==> config.mk <==
export PLATFORM = sky130hd
export DESIGN_NAME = hms_run_feeder
export DESIGN_NICKNAME = d
export VERILOG_FILES = /design/src/rtl/hms_pkg.sv /design/src/rtl/hms_word_packer.sv /design/src/rtl/hms_run_feeder.sv
export SDC_FILE = /design/constraint.sdc
export NUM_CORES = 1
export LEC_CHECK = 0
export BUFFER_PORTS_ARGS = -buffer_cell sky130_fd_sc_hd__buf_2
export CAP_MARGIN = 20
export CORE_AREA = 2 2 229 231
export DETAILED_ROUTE_END_ITERATION = 6
export DIE_AREA = 0 0 231 233
export PLACE_DENSITY_LB_ADDON = 0.25
export SETUP_SLACK_MARGIN = 0.2
export SYNTH_ARGS = -nofsm -noshare
export SYNTH_HDL_FRONTEND = slang
export SYNTH_SLANG_ARGS = --single-unit
==> constraint.sdc <==
create_clock -name CLK -period 5.3 [get_ports CLK]
set_clock_uncertainty 0.2 [all_clocks]
set_input_delay 0.53 -clock CLK [delete_from_list [all_inputs] [get_ports CLK]]
set_output_delay 0.53 -clock CLK [all_outputs]
set_load 0.05 [all_outputs]
==> src/rtl/hms_pkg.sv <==
// -----------------------------------------------------------------------------
// hms_pkg
// Shared definitions for the merge-input feeder slice: FSM state encoding,
// merge port select encoding, default geometry and helpers for the records-
// per-word count, word width and the max-key sentinel record.
// No ports (package).
// -----------------------------------------------------------------------------
package hms_pkg;

   localparam int unsigned E_LOG_DEF = 2;
   localparam int unsigned DATW_DEF  = 64;
   localparam int unsigned KEYW_DEF  = 32;

   // Upper bound for the sentinel helper; callers truncate to their DATW.
   localparam int unsigned MAX_DATW  = 1024;

   typedef enum logic [1:0] {
      FILL = 2'd0,
      SEND = 2'd1,
      TERM = 2'd2
   } state_t;

   typedef enum logic {
      PORT_A = 1'b0,
      PORT_B = 1'b1
   } port_t;

   function automatic int unsigned rec_per_word(input int unsigned e_log);
      return 32'd1 << e_log;
   endfunction

   function automatic int unsigned word_width(input int unsigned datw,
                                              input int unsigned e_log);
      return datw << e_log;
   endfunction

   // Key field all ones, payload above the key zero.
   function automatic logic [MAX_DATW-1:0] sentinel_rec(input int unsigned datw,
                                                        input int unsigned keyw);
      logic [MAX_DATW-1:0] r;
      r = '0;
      for (int unsigned b = 0; b < MAX_DATW; b++) begin
         if (b < keyw && b < datw) r[b] = 1'b1;
      end
      return r;
   endfunction

endpackage

==> src/rtl/hms_word_packer.sv <==
// -----------------------------------------------------------------------------
// hms_word_packer
// Collects single records into an E-record word (E = 1<<E_LOG). Records fill
// lanes 0..E-1 in arrival order; when the lane E-1 is written or the record
// is flagged last, the remaining upper lanes are padded with sentinels and
// the lane index returns to 0.
// Ports:
//   clk, rst   clock, synchronous active-high reset (clears lane index)
//   wr         record accepted this cycle
//   data       record to write into the current lane
//   last       record is the last of its run
//   done       this write completes a word (combinational)
//   busy       a partial word is held (lane index non-zero)
//   word       packed word, lane i at bits [DATW*(i+1)-1 : DATW*i]
// -----------------------------------------------------------------------------
module hms_word_packer
   import hms_pkg::*;
#(
   parameter int unsigned E_LOG = E_LOG_DEF,
   parameter int unsigned DATW  = DATW_DEF,
   parameter int unsigned KEYW  = KEYW_DEF
) (
   input  logic                      clk,
   input  logic                      rst,
   input  logic                      wr,
   input  logic [DATW-1:0]           data,
   input  logic                      last,
   output logic                      done,
   output logic                      busy,
   output logic [(DATW<<E_LOG)-1:0]  word
);

   localparam int unsigned   E    = rec_per_word(E_LOG);
   localparam logic [DATW-1:0] SENT = DATW'(sentinel_rec(DATW, KEYW));

   logic [E_LOG-1:0] idx;
   logic [DATW-1:0]  lane [E];

   assign done = wr && ((idx == E_LOG'(E - 1)) || last);
   assign busy = (idx != '0);

   always_ff @(posedge clk) begin
      if (rst) begin
         idx <= '0;
      end else if (wr) begin
         idx <= done ? '0 : idx + 1'b1;
      end
   end

   // Lane storage needs no reset; the padding on completion makes every
   // emitted lane defined.
   always_ff @(posedge clk) begin
      if (wr) begin
         for (int unsigned i = 0; i < E; i++) begin
            if (E_LOG'(i) == idx) begin
               lane[i] <= data;
            end else if (done && (E_LOG'(i) > idx)) begin
               lane[i] <= SENT;
            end
         end
      end
   end

   always_comb begin
      word = '0;
      for (int unsigned i = 0; i < E; i++) begin
         word[DATW*i +: DATW] = lane[i];
      end
   end

endmodule

==> src/rtl/hms_run_feeder.sv <==
// -----------------------------------------------------------------------------
// hms_run_feeder
// Upstream transmitter for the two-input merge logic. Packs each sorted run of
// records into E-record words, pads the final word of a run with max-key
// sentinels and enqueues the words into merge input A or B under FUL
// backpressure. Runs alternate A, B, A, ...
// Build option: define HMS_FEEDER_TERM_WORD_EN to follow every run with an
// extra all-sentinel word (TERM state); RUN_DONE then marks that word.
// Ports:
//   CLK, RST            clock, synchronous active-high reset
//   IN_DATA/VALID/LAST  record stream, LAST marks the end of a run
//   IN_READY            record accepted this cycle when IN_VALID is high
//   FUL_A, FUL_B        merge FIFO full flags
//   ENQ_A, ENQ_B        enqueue strobes (never both high)
//   DOT_A, DOT_B        word presented to each port
//   RUN_DONE            pulse with the last word of a run
//   BUSY                partial word held or word pending
// -----------------------------------------------------------------------------
module hms_run_feeder
   import hms_pkg::*;
#(
   parameter int unsigned E_LOG = E_LOG_DEF,
   parameter int unsigned DATW  = DATW_DEF,
   parameter int unsigned KEYW  = KEYW_DEF
) (
   input  logic                      CLK,
   input  logic                      RST,
   input  logic [DATW-1:0]           IN_DATA,
   input  logic                      IN_VALID,
   input  logic                      IN_LAST,
   output logic                      IN_READY,
   input  logic                      FUL_A,
   input  logic                      FUL_B,
   output logic                      ENQ_A,
   output logic                      ENQ_B,
   output logic [(DATW<<E_LOG)-1:0]  DOT_A,
   output logic [(DATW<<E_LOG)-1:0]  DOT_B,
   output logic                      RUN_DONE,
   output logic                      BUSY
);

   localparam int unsigned     E    = rec_per_word(E_LOG);
   localparam int unsigned     WW   = word_width(DATW, E_LOG);
   localparam logic [DATW-1:0] SENT = DATW'(sentinel_rec(DATW, KEYW));

   state_t          state, state_nx;
   port_t           sel, sel_nx;
   logic            last_flag, last_nx;
   logic            accept;
   logic            pk_done, pk_busy;
   logic [WW-1:0]   pk_word;
   logic [WW-1:0]   term_word;
   logic            ful_sel;
   logic            enq;

   assign term_word = {E{SENT}};
   assign ful_sel   = (sel == PORT_A) ? FUL_A : FUL_B;
   assign accept    = IN_VALID && IN_READY;

   hms_word_packer #(
      .E_LOG (E_LOG),
      .DATW  (DATW),
      .KEYW  (KEYW)
   ) u_packer (
      .clk   (CLK),
      .rst   (RST),
      .wr    (accept),
      .data  (IN_DATA),
      .last  (IN_LAST),
      .done  (pk_done),
      .busy  (pk_busy),
      .word  (pk_word)
   );

   // State register
   always_ff @(posedge CLK) begin
      if (RST) begin
         state     <= FILL;
         sel       <= PORT_A;
         last_flag <= 1'b0;
      end else begin
         state     <= state_nx;
         sel       <= sel_nx;
         last_flag <= last_nx;
      end
   end

   // Next-state logic
   always_comb begin
      state_nx = state;
      sel_nx   = sel;
      last_nx  = last_flag;
      case (state)
         FILL: begin
            if (pk_done) begin
               state_nx = SEND;
               last_nx  = IN_LAST;
            end
         end
         SEND: begin
            if (!ful_sel) begin
               if (last_flag) begin
`ifdef HMS_FEEDER_TERM_WORD_EN
                  state_nx = TERM;
`else
                  state_nx = FILL;
                  sel_nx   = port_t'(~sel);
`endif
               end else begin
                  state_nx = FILL;
               end
            end
         end
`ifdef HMS_FEEDER_TERM_WORD_EN
         TERM: begin
            if (!ful_sel) begin
               state_nx = FILL;
               sel_nx   = port_t'(~sel);
            end
         end
`endif
         default: state_nx = FILL;
      endcase
   end

   // Outputs; held low while RST is asserted.
   always_comb begin
      IN_READY = (state == FILL) && !RST;
      enq      = (state != FILL) && !ful_sel && !RST;
      ENQ_A    = enq && (sel == PORT_A);
      ENQ_B    = enq && (sel == PORT_B);
`ifdef HMS_FEEDER_TERM_WORD_EN
      RUN_DONE = enq && (state == TERM);
`else
      RUN_DONE = enq && last_flag;
`endif
      DOT_A    = (state == TERM) ? term_word : pk_word;
      DOT_B    = DOT_A;
      BUSY     = (pk_busy || (state != FILL)) && !RST;
   end

endmodule

==> results.md <==
* Final WL at 33400 µm
* Power Total at 5.40 mW
* Hold slack final at 0.0278 ns
* Cell area power density at 372 mW/mm²
* Most frequent standard cell in the layout excluding fill and tap cells: buf_2
* Routed via count divided by cell count at 3.76
* Worst min-delay path endpoint: u_packer.lane[0][2]
* YS warnings at 0
* Post-synth top area share at 0.511
* Area overhead of the layout relative to synthesis at 28.9%
* Worst slew margin relative to its limit at 0.291
* RePlAce Congestion at 0.710
* Fraction of the yosys area taken by sequential cells at 0.633
* Cell types with the largest area share after synthesis: edfxtp_1 (51%), buf_4 (17%), dfxtp_1 (12%)
* IO Count at 587
* Number of sinks handled by clock tree synthesis at 261
* Remaining global-route overflow at 0
* Number of max-slew violations in the final report at 0
* Max Clk Rate at 352 MHz
* Mean routed wirelength per cell at 16.7 µm
* Dpl ws at 2.41 ns
* Starting utilization of the core area at 0.221
* Crit Reg-Reg Endpoint: u_packer.lane[2][27]
* Worst-skew pair later-pin latency at 0.55 ns
* Combinational Power Share at 0.191
* Final setup violation count at 0
* Placement-stage cell area at 0.0131 mm²
* Initial antenna violation count at 0
* Flop2flop setup slack at 2.46 ns
* Arrival time of the worst setup path at 3.03 ns
* Final period demand of the worst path at 2.84 ns
* Vias in the first global route at 7092
* Vias at 7514
* Final clock period utilization by the worst path at 0.536
* Largest net degree at the start of global routing at 66
* Crit path required time at 5.49 ns
* Internal power contribution at 3.69 mW
* Main combinational cell family by area after synthesis: buffers and inverters
* Share of synthesized area spent on multiplexers at 0.000887
* Global routing usage summed across all routing layers at 0.115
* Detailed Route Iter0 Violations at 289
* Category of the most critical setup path: flop to flop
* PnR worst setup slack at 2.46 ns
* Cell with the largest stage delay on the worst path: or4bb_2
* Static leakage power at 6.23 nW
* Filler cell count in the final layout at 5299
* CTS H-Tree Depth at 1
* Drt first pass iters at 4
* Finished Core Util at 0.285
* Fraction of the mapped netlist area in adder cells at 0.00444
* Worst min-delay path category: primary input to flop
* Switching power as a share of total power at 0.317
* Number of distinct standard cells referenced by the synthesized netlist at 35
* Commonest cells after routing, fill and taps aside: buf_2 (586), edfxtp_1 (192), nand2_1 (129)
* Number of cells on the worst reg-to-reg path at 5
* CP delay by family, top: simple AND/OR/NAND/NOR gates
* Maximum ir drop on the vdd rail at 0.205 mV
* Area leader, netlist: edfxtp_1
* DRC violation count after routing at 0
* Max_cap viols at 0
* Run status: completed
* First-pass GRT wire length at 45900 µm
* Detailed placer's ending HPWL at 23600 µm
* Simple-gate share of the synthesized area at 0.156
* Setup repair after global routing missed its margin: false
* Primary flip-flop cell chosen by synthesis mapping: edfxtp_1
* Buffers from clock root to sink, at most at 3
* Buffers & Inverters on Critical Path at 1
* Power share of the clock group at 0.370
* Count of standard-cell rows at 83
* NetSw at 1.71 mW
* Synth Area in Compound Gates at 0.0193
* Ordered cell list for the critical path: ha_1 -> or4bb_2 -> buf_4 -> nand2_1 -> nand3_2
* Launching point of the worst reg2reg path: u_packer.idx[1]
* Flip-flop and latch count after synthesis at 261
* Final Hold Viols at 0
* Xor/xnor cell area share of the yosys netlist at 0
* Startpoint class of the critical path: flop
* Category of the worst setup path capture point: flop
* Post-synth net total at 989
* Count of flip-flops with a built-in enable after synthesis at 192
* Number of nets at the end of the flow at 1371
* Critical-path maximum fanout at 34
* Number of instances in the placed design at 1899
* Area of all placed cells without fillers at 0.0145 mm²
* Layout cell share with drive strength beyond 1 at 0.543
* Netlist area before placement at 0.0113 mm²
* Largest stage delay, worst path at 1.03 ns
* Die width at 231 µm
* Buffer cell driving the clock tree root: clkbuf_16
* Cell Count, Final, Fillers Out at 2000
* Sequential share of power at 0.439
* TritonCTS buffer count at 29
* Setup Total Neg Slack at 0 ns
* Cell depth of the worst min-delay path at 1
* Die ar. at 0.0538 mm²
* Slew @ Worst Pin at 1.06 ns
* Post-Synthesis Cells at 915
* Residual antenna-violating net count after detailed routing at 0
* Port-buffer cells at 586
* Post-synthesis async set-or-reset flop share at 0
* Post-Syn Area per Cell at 12.3 µm²
* Die Ht at 233 µm
* Clock transition at the register clock pins on the worst setup and hold paths after CTS at 0.06 ns
* Startpoint of the lowest-slack hold path: IN_DATA[2]
* TritonCTS clock tree: built
* Placeable core area at 0.0511 mm²
-- flip-flops by register name, indices dropped and copies added, names as in the netlist --
signal         count
sel                1
u_packer.lane    256
u_packer.idx       2
last_flag          1
state              1
-- metal layers --
metal	vias up	track usage	share of wire
li1	3543	-	-
met5	-	0	0
met3	31	0.0170	0.052
met2	331	0.207	0.51
met4	0	0.0306	0.018
met1	3609	0.142	0.42
-- Yosys cell counts (2+ instances only) --
master / n
a21oi_1: 37
and2_1: 33
and2b_1: 2
buf_1: 4
buf_2: 4
buf_4: 256
buf_6: 3
clkbuf_1: 24
dfxtp_1: 69
edfxtp_1: 192
ha_1: 4
inv_1: 4
nand2_1: 129
nand2b_1: 33
nand3_1: 5
nand3_2: 30
nor2_1: 5
nor2b_1: 31
nor3b_1: 2
o21ai_0: 2
or2_2: 32
-- worst max path at each step --
stage                    start                    to  slack [ns]  cells after the start
2_1_floorplan              RST   u_packer.lane[1][0]        0.52                      2
3_3_place_gp               RST   u_packer.lane[2][0]        2.44                      4
3_5_place_dp               RST   u_packer.lane[2][1]        2.41                      4
4_1_cts        u_packer.idx[1]  u_packer.lane[2][27]        2.43                      5
5_1_grt        u_packer.idx[1]   u_packer.lane[2][1]        2.30                      5
6_report       u_packer.idx[1]  u_packer.lane[2][27]        2.46                      5
-- area by class of cell --
cell class	count	area (µm²)	area share
Timing Repair Buffer	642	3470	0.239
Antenna cell	1	2.50	0.000172
Clock buffer	36	802	0.0552
Clock inverter	17	150	0.0103
Sequential cell	261	7150	0.492
Tap cell	680	851	0.0585
Inverter	4	15.0	0.00103
Multi-Input combinational cell	359	2100	0.144
-- power groups by stage --
stage	Sequential [mW]	Combinational, mW	Clock (mW)
3_5_place_dp	2.42	1.02	0
5_1_grt	2.38	1.08	2.14
6_report	2.37	1.03	2.00
4_1_cts	2.37	1.04	2.06
2_1_floorplan	2.70	0.560	0
3_3_place_gp	2.41	1.01	0
-- kinds of logic (layout without fill, tap and decap cells) --
group | Yosys count | in the layout
AOI/OAI and AO/OA | 42 | 42
adders and majority gates | 4 | 4
buffers and inverters | 295 | 699
DFF | 261 | 261
muxes | 1 | 1
other | 0 | 1
and+or+nand+nor | 312 | 312
-- timing repair --
action | CTS | global route
hold endpoints to repair | 47 | 0
gates resized for setup | 0 | 0
hold buffers | 47 | 0
setup buffers | 0 | 0
(Power assumes the default switching activity.)
